<file path="config.mk">
export PLATFORM = sky130hd
export DESIGN_NAME = adc_cap_trig
export DESIGN_NICKNAME = d
export VERILOG_FILES = /design/src/rtl/adc_cap_pkg.sv /design/src/rtl/adc_beat_packer.sv /design/src/rtl/adc_cap_trig.sv
export SDC_FILE = /design/constraint.sdc
export NUM_CORES = 1
export LEC_CHECK = 0
export ABC_CLOCK_PERIOD_IN_PS = 2600
export BUFFER_PORTS_ARGS = -buffer_cell sky130_fd_sc_hd__buf_2
export CAP_MARGIN = 20
export CORE_AREA = 3 3 289 291
export DETAILED_ROUTE_END_ITERATION = 16
export DIE_AREA = 0 0 292 294
export HOLD_SLACK_MARGIN = 0.03
export SLEW_MARGIN = 20
export SYNTH_ARGS = -nofsm -noshare
export SYNTH_HDL_FRONTEND = slang
export SYNTH_SLANG_ARGS = --single-unit
</file>
<file path="constraint.sdc">
create_clock -name aclk -period 2.6 [get_ports aclk]
set_clock_uncertainty 0.15 [all_clocks]
set_input_delay 0.39 -clock aclk [delete_from_list [all_inputs] [get_ports aclk]]
set_output_delay 0.39 -clock aclk [all_outputs]
set_load 0.1 [all_outputs]
</file>
<file path="src/rtl/adc_cap_pkg.sv">
// Shared types and constants for the triggered ADC capture block.
package adc_cap_pkg;

   typedef enum logic [1:0] {
      ST_IDLE,
      ST_FILL,
      ST_ARMED,
      ST_POST
   } state_t;

   localparam logic MODE_IMMEDIATE = 1'b0;
   localparam logic MODE_TRIGGERED = 1'b1;

endpackage

</file>
<file path="src/rtl/adc_beat_packer.sv">
// Packs RATIO input beats into one wide word, lane 0 in the LSBs.
module adc_beat_packer #(
   parameter int DWIDTH = 128,
   parameter int RATIO  = 2
) (
   input  logic                     clk,
   input  logic                     rst_n,
   input  logic                     clear,
   input  logic                     beat_valid,
   input  logic [DWIDTH-1:0]        beat_data,
   output logic                     word_valid,
   output logic [DWIDTH*RATIO-1:0]  word_data
);

   localparam int            PW   = (RATIO > 1) ? $clog2(RATIO) : 1;
   localparam logic [PW-1:0] LAST = PW'(RATIO - 1);

   logic [PW-1:0]            phase;
   logic [DWIDTH*RATIO-1:0]  lanes;
   logic [DWIDTH*RATIO-1:0]  lanes_next;

   // NOTE: the default assignment before the loop keeps this purely combinational (no latch).
   always_comb begin
      lanes_next = lanes;
      for (int i = 0; i < RATIO; i++) begin
         if (phase == PW'(i)) lanes_next[i*DWIDTH +: DWIDTH] = beat_data;
      end
   end

   // NOTE: state is updated with <= so every register samples pre-edge values.
   always_ff @(posedge clk or negedge rst_n) begin
      if (!rst_n) begin
         phase      <= '0;
         lanes      <= '0;
         word_valid <= 1'b0;
         word_data  <= '0;
      end else begin
         word_valid <= 1'b0;
         if (clear) begin
            phase <= '0;
         end else if (beat_valid) begin
            lanes <= lanes_next;
            if (phase == LAST) begin
               phase      <= '0;
               word_valid <= 1'b1;
               word_data  <= lanes_next;
            end else begin
               phase <= phase + PW'(1);
            end
         end
      end
   end

endmodule

</file>
<file path="src/rtl/adc_cap_trig.sv">
// ADC stream capture into a BRAM ring, immediate or triggered with pre-trigger history.
module adc_cap_trig
   import adc_cap_pkg::*;
#(
   parameter int  DWIDTH_IN = 128,
   parameter int  RATIO     = 2,
   parameter int  MAX_XFER  = 2048,
   localparam int ADDR_BITS = $clog2(MAX_XFER)
) (
   input  logic                           aclk,
   input  logic                           aresetn,
   input  logic [DWIDTH_IN-1:0]           s_axis_tdata,
   input  logic                           s_axis_tvalid,
   output logic                           s_axis_tready,
   input  logic                           capture_i,
   input  logic                           trig_i,
   input  logic                           mode_i,
   input  logic [ADDR_BITS-1:0]           pretrig_i,
   output logic                           done_o,
   output logic [ADDR_BITS-1:0]           trig_addr_o,
   output logic [DWIDTH_IN*RATIO-1:0]     bram_wdata,
   output logic [DWIDTH_IN*RATIO/8-1:0]   bram_we,
   output logic                           bram_en,
   input  logic [DWIDTH_IN*RATIO-1:0]     bram_rdata,
   output logic [31:0]                    bram_addr,
   output logic                           bram_clk,
   output logic                           bram_rst
);

   localparam int               WWIDTH   = DWIDTH_IN * RATIO;
   localparam int               WE_BITS  = WWIDTH / 8;
   localparam logic [ADDR_BITS:0] XFER_LEN = (ADDR_BITS+1)'(MAX_XFER);

   state_t                 state;
   state_t                 state_next;
   logic                   cap_d;
   logic                   trig_d;
   logic                   cap_rise;
   logic                   trig_rise;
   logic                   start;
   logic                   wr;
   logic [ADDR_BITS-1:0]   addr;
   logic [ADDR_BITS-1:0]   pretrig_r;
   logic [ADDR_BITS-1:0]   trig_addr;
   logic [ADDR_BITS:0]     cnt;
   logic [ADDR_BITS:0]     cnt_inc;
   logic [ADDR_BITS:0]     post_len;
   logic                   word_valid;
   logic [WWIDTH-1:0]      word_data;
   logic                   unused_rdata;

   assign unused_rdata = ^bram_rdata;

   assign cap_rise  = capture_i & ~cap_d;
   assign trig_rise = trig_i & ~trig_d;
   assign start     = (state == ST_IDLE) && cap_rise;
   assign wr        = word_valid && (state != ST_IDLE);
   assign cnt_inc   = cnt + (ADDR_BITS+1)'(1);
   assign post_len  = XFER_LEN - {1'b0, pretrig_r};

   adc_beat_packer #(
      .DWIDTH (DWIDTH_IN),
      .RATIO  (RATIO)
   ) u_packer (
      .clk        (aclk),
      .rst_n      (aresetn),
      .clear      (start),
      .beat_valid (s_axis_tvalid),
      .beat_data  (s_axis_tdata),
      .word_valid (word_valid),
      .word_data  (word_data)
   );

   always_ff @(posedge aclk or negedge aresetn) begin
      if (!aresetn) state <= ST_IDLE;
      else          state <= state_next;
   end

   always_comb begin
      state_next = state;
      case (state)
         ST_IDLE: begin
            if (cap_rise) begin
               if (mode_i == MODE_TRIGGERED && pretrig_i != '0) state_next = ST_FILL;
               else                                             state_next = ST_POST;
            end
         end
         ST_FILL:  if (wr && cnt_inc == {1'b0, pretrig_r}) state_next = ST_ARMED;
         ST_ARMED: if (trig_rise)                          state_next = ST_POST;
         ST_POST:  if (wr && cnt_inc == post_len)          state_next = ST_IDLE;
         default:  state_next = ST_IDLE;
      endcase
   end

   // The count restarts at the trigger so POST counts only post-trigger words.
   always_ff @(posedge aclk or negedge aresetn) begin
      if (!aresetn) begin
         cap_d     <= 1'b0;
         trig_d    <= 1'b0;
         addr      <= '0;
         cnt       <= '0;
         pretrig_r <= '0;
         trig_addr <= '0;
      end else begin
         cap_d  <= capture_i;
         trig_d <= trig_i;
         if (start) begin
            addr      <= '0;
            cnt       <= '0;
            trig_addr <= '0;
            pretrig_r <= (mode_i == MODE_IMMEDIATE) ? '0 : pretrig_i;
         end else begin
            if (wr) addr <= addr + ADDR_BITS'(1);
            if (state == ST_ARMED && trig_rise) begin
               cnt       <= '0;
               trig_addr <= wr ? addr + ADDR_BITS'(1) : addr;
            end else if (wr) begin
               cnt <= cnt_inc;
            end
         end
      end
   end

   assign s_axis_tready = 1'b1;
   assign done_o        = (state == ST_IDLE);
   assign trig_addr_o   = trig_addr;
   assign bram_en       = wr;
   assign bram_we       = {WE_BITS{wr}};
   assign bram_wdata    = word_data;
   assign bram_addr     = 32'(addr);
   assign bram_clk      = aclk;
   assign bram_rst      = ~aresetn;

endmodule

</file>
==> flow_metrics.env <==
export IMPL_slew_headroom_pct=45.2
export IMPL_portBuffers=458
export IMPL_r2r_slack_ps=-40
export IMPL_reg2reg_to="state[1]"
export IMPL_synthArstFlopShare_pct=100
export IMPL_pin_count=737
export IMPL_totalWireLength_um=52700
export IMPL_grt_antenna_before_repair=3
export IMPL_status="complete, but fails checks"
export IMPL_ys_seq_elements=435
export IMPL_cp_required_ps=3010
export IMPL_path_delay_family="compound AO/OA/AOI/OAI gates"
export IMPL_path_class="reg2reg"
export IMPL_nFillCells=8117
export IMPL_fin_crit_sh_pct=102
export IMPL_finish_net_count=2798
export IMPL_die_y_um=294
export IMPL_end_kind="flip-flop"
export IMPL_hold_ws_ps=242
export IMPL_ys_warnings_count=0
export IMPL_synth_cell_types=54
export IMPL_slowest_stage="xnor2_1"
export IMPL_dp_slack_ps=-164
export IMPL_drt_vias_per_instance=4.06
export IMPL_clkTransAtPathRegs_ps=60
export IMPL_synth_seq_area_share_pct=61.6
export IMPL_first_iter_violations=517
export IMPL_hp_start="capture_i"
export IMPL_rsz0062_at_grt="true"
export IMPL_grt_pass1_vias=14600
export IMPL_yosysMostFrequentCell="nand2_1"
export IMPL_synthTopCellsByArea="dfrtp_1, nand2_1, mux2_2"
export IMPL_grt_max_degree=134
export IMPL_worst_pin_slew_ps=823
export IMPL_vias=14100
export IMPL_tns_ps=-78.6
export IMPL_dieArea_mm2=0.0858
export IMPL_syn_avg_cell_area_um2=10.1
export IMPL_first_pass_iters=4
export IMPL_max_stage_delay_ps=500
export IMPL_die_w_um=292
export IMPL_violations="setup timing"
export IMPL_initial_core_util_pct=21.9
export IMPL_fmax_mhz=379
export IMPL_critPathBufInv=1
export IMPL_worstHoldPathCells=2
export IMPL_cp_max_fo=7
export IMPL_utilization_pct=31.9
export IMPL_path_cells="buf_4, nand3_1, xnor2_1, nor4b_2, nor3_2, o41ai_2, o211ai_1, mux2i_1"
export IMPL_synth_edf_count=0
export IMPL_r2r_start="cnt[2]"
export IMPL_r2r_cells=8
export IMPL_cts_tree="done"
export IMPL_track_usage_pct=12.1
export IMPL_setup_viol=2
export IMPL_start_kind="flip-flop"
export IMPL_drt_antenna_violating_nets=0
export IMPL_maxCapViolCount=0
export IMPL_rows=104
export IMPL_fin_crit_ps=2640
export IMPL_syn_area_mm2=0.0177
export IMPL_yosysTopAreaCellShare_pct=61.6
export IMPL_place_congestion=0.821
export IMPL_hold_path_class="in2reg"
export IMPL_gr_total_overflow=0
export IMPL_place_hpwl_um=35800
export IMPL_grt_pass1_wl_um=82700
export IMPL_dominantRegCellSynth="dfrtp_1"
export IMPL_syn_inst=1741
export IMPL_drive_above_1_share_pct=33.6
export IMPL_yosysTopAreaCell="dfrtp_1"
export IMPL_synth_common_cells="nand2_1, dfrtp_1, mux2_2"
export IMPL_core_area_mm2=0.0808
export IMPL_syn_to_final_growth_pct=45.7
export IMPL_diodes=0
export IMPL_fin_ws_ps=-40.8
export IMPL_arrival_ps=3050
export IMPL_slew_viol_final=0
export IMPL_insertion_delay_ps=690
export IMPL_hold_viol_final=0
export IMPL_holdPathEnd="cap_d"
export IMPL_wl_per_cell_um=15.1
export IMPL_drc=0
[worst reg2reg max path, cell delays in order, from the launching register on]
cell      delay (ps)
dfrtp_1          410
buf_4            170
nand3_1          150
xnor2_1          500
nor4b_2          320
nor3_2            90
o41ai_2          360
o211ai_1         220
mux2i_1          160
[cells by family (layout without fill, tap and decap cells)]
| group | count (synthesis) | after routing | share of synthesized area, % |
|---|---|---|---|
| multiplexers | 130 | 130 | 8.27 |
| AND/OR/NAND/NOR | 917 | 917 | 20.7 |
| other | 2 | 22 | 0.0425 |
| flip-flops | 435 | 435 | 61.6 |
| adder cells (fa/ha/maj) | 8 | 8 | 0.567 |
| buffers and inverters | 156 | 818 | 4.60 |
| AO/OA/AOI/OAI | 60 | 60 | 2.41 |
| XOR/XNOR | 33 | 33 | 1.83 |
[cells in the final DEF (no fill, tap or decap), types with 5 or more instances in the layout]
cell type      count
a21oi_1            6
a22o_1            11
and3_1            10
buf_12            48
buf_16             8
buf_2            425
buf_4             74
buf_6              5
clkbuf_1           8
clkbuf_16         55
clkbuf_8           5
clkinv_2           7
clkinvlp_4         5
conb_1            22
dfrtp_1          434
dlygate4sd3_1    155
ha_1               6
mux2_2           128
nand2_1          802
nand3_1           26
nor2_1            32
nor3_1             5
nor4_1             6
o21ai_0           12
o31ai_1            5
xnor2_1           17
xor2_1            12
[stage by stage]
step / std cells / cell area (um^2)
after floorplan: 1761 / 17800
after global placement: 3215 / 22000
after detailed placement: 3215 / 22000
after CTS: 3476 / 25600
after global routing: 3483 / 25700
final: 3483 / 25700
[per-layer routing]
layer  global-route usage [%]  share of wire (%)
met5                        0              0.044
met4                     4.93                3.3
met3                     3.71                7.3
met2                     19.7                 47
met1                     14.8                 43
[repair_timing]
action	CTS	global route
gates resized for setup	40	16
pin swaps	11	13
cloned	2	0
hold buffers	156	0
setup endpoints to repair	35	19
buffers inserted	14	7
hold endpoints to repair	706	0
[area by class of cell]
| type | count | area, um^2 | area share (%) |
|---|---|---|---|
| clock buffers | 69 | 1480 | 5.75 |
| clock inverters | 22 | 253 | 0.982 |
| inverters | 10 | 52.6 | 0.204 |
| multi-input cells | 1170 | 6220 | 24.2 |
| flip-flops and latches | 435 | 10900 | 42.3 |
| well taps | 1060 | 1330 | 5.15 |
| repair buffers | 717 | 5530 | 21.5 |
[state kept, by name (all words and copies together), names as in the netlist]
signal and count:
u_packer.word_data 256, state 2, pretrig_r 11, cnt 12
trig_d 1, addr 11, trig_addr_o 11, cap_d 1
u_packer.lanes 128, u_packer.phase 1, u_packer.word_valid 1
[worst max path at each step]
stage	start	endpoint	slack, ps	cells past startpoint
6_report	cnt[2]	state[1]	-40	8
5_1_grt	cnt[0]	state[1]	-220	10
4_1_cts	cnt[1]	state[1]	-20	8
3_5_place_dp	cnt[0]	state[0]	-160	8
3_3_place_gp	cnt[0]	state[1]	-90	8
2_1_floorplan	state[1]	u_packer.lanes[10]	-140	9
Power is not shown: default switching activity piles up to over one toggle a cycle in this logic, so the estimate is an artifact.
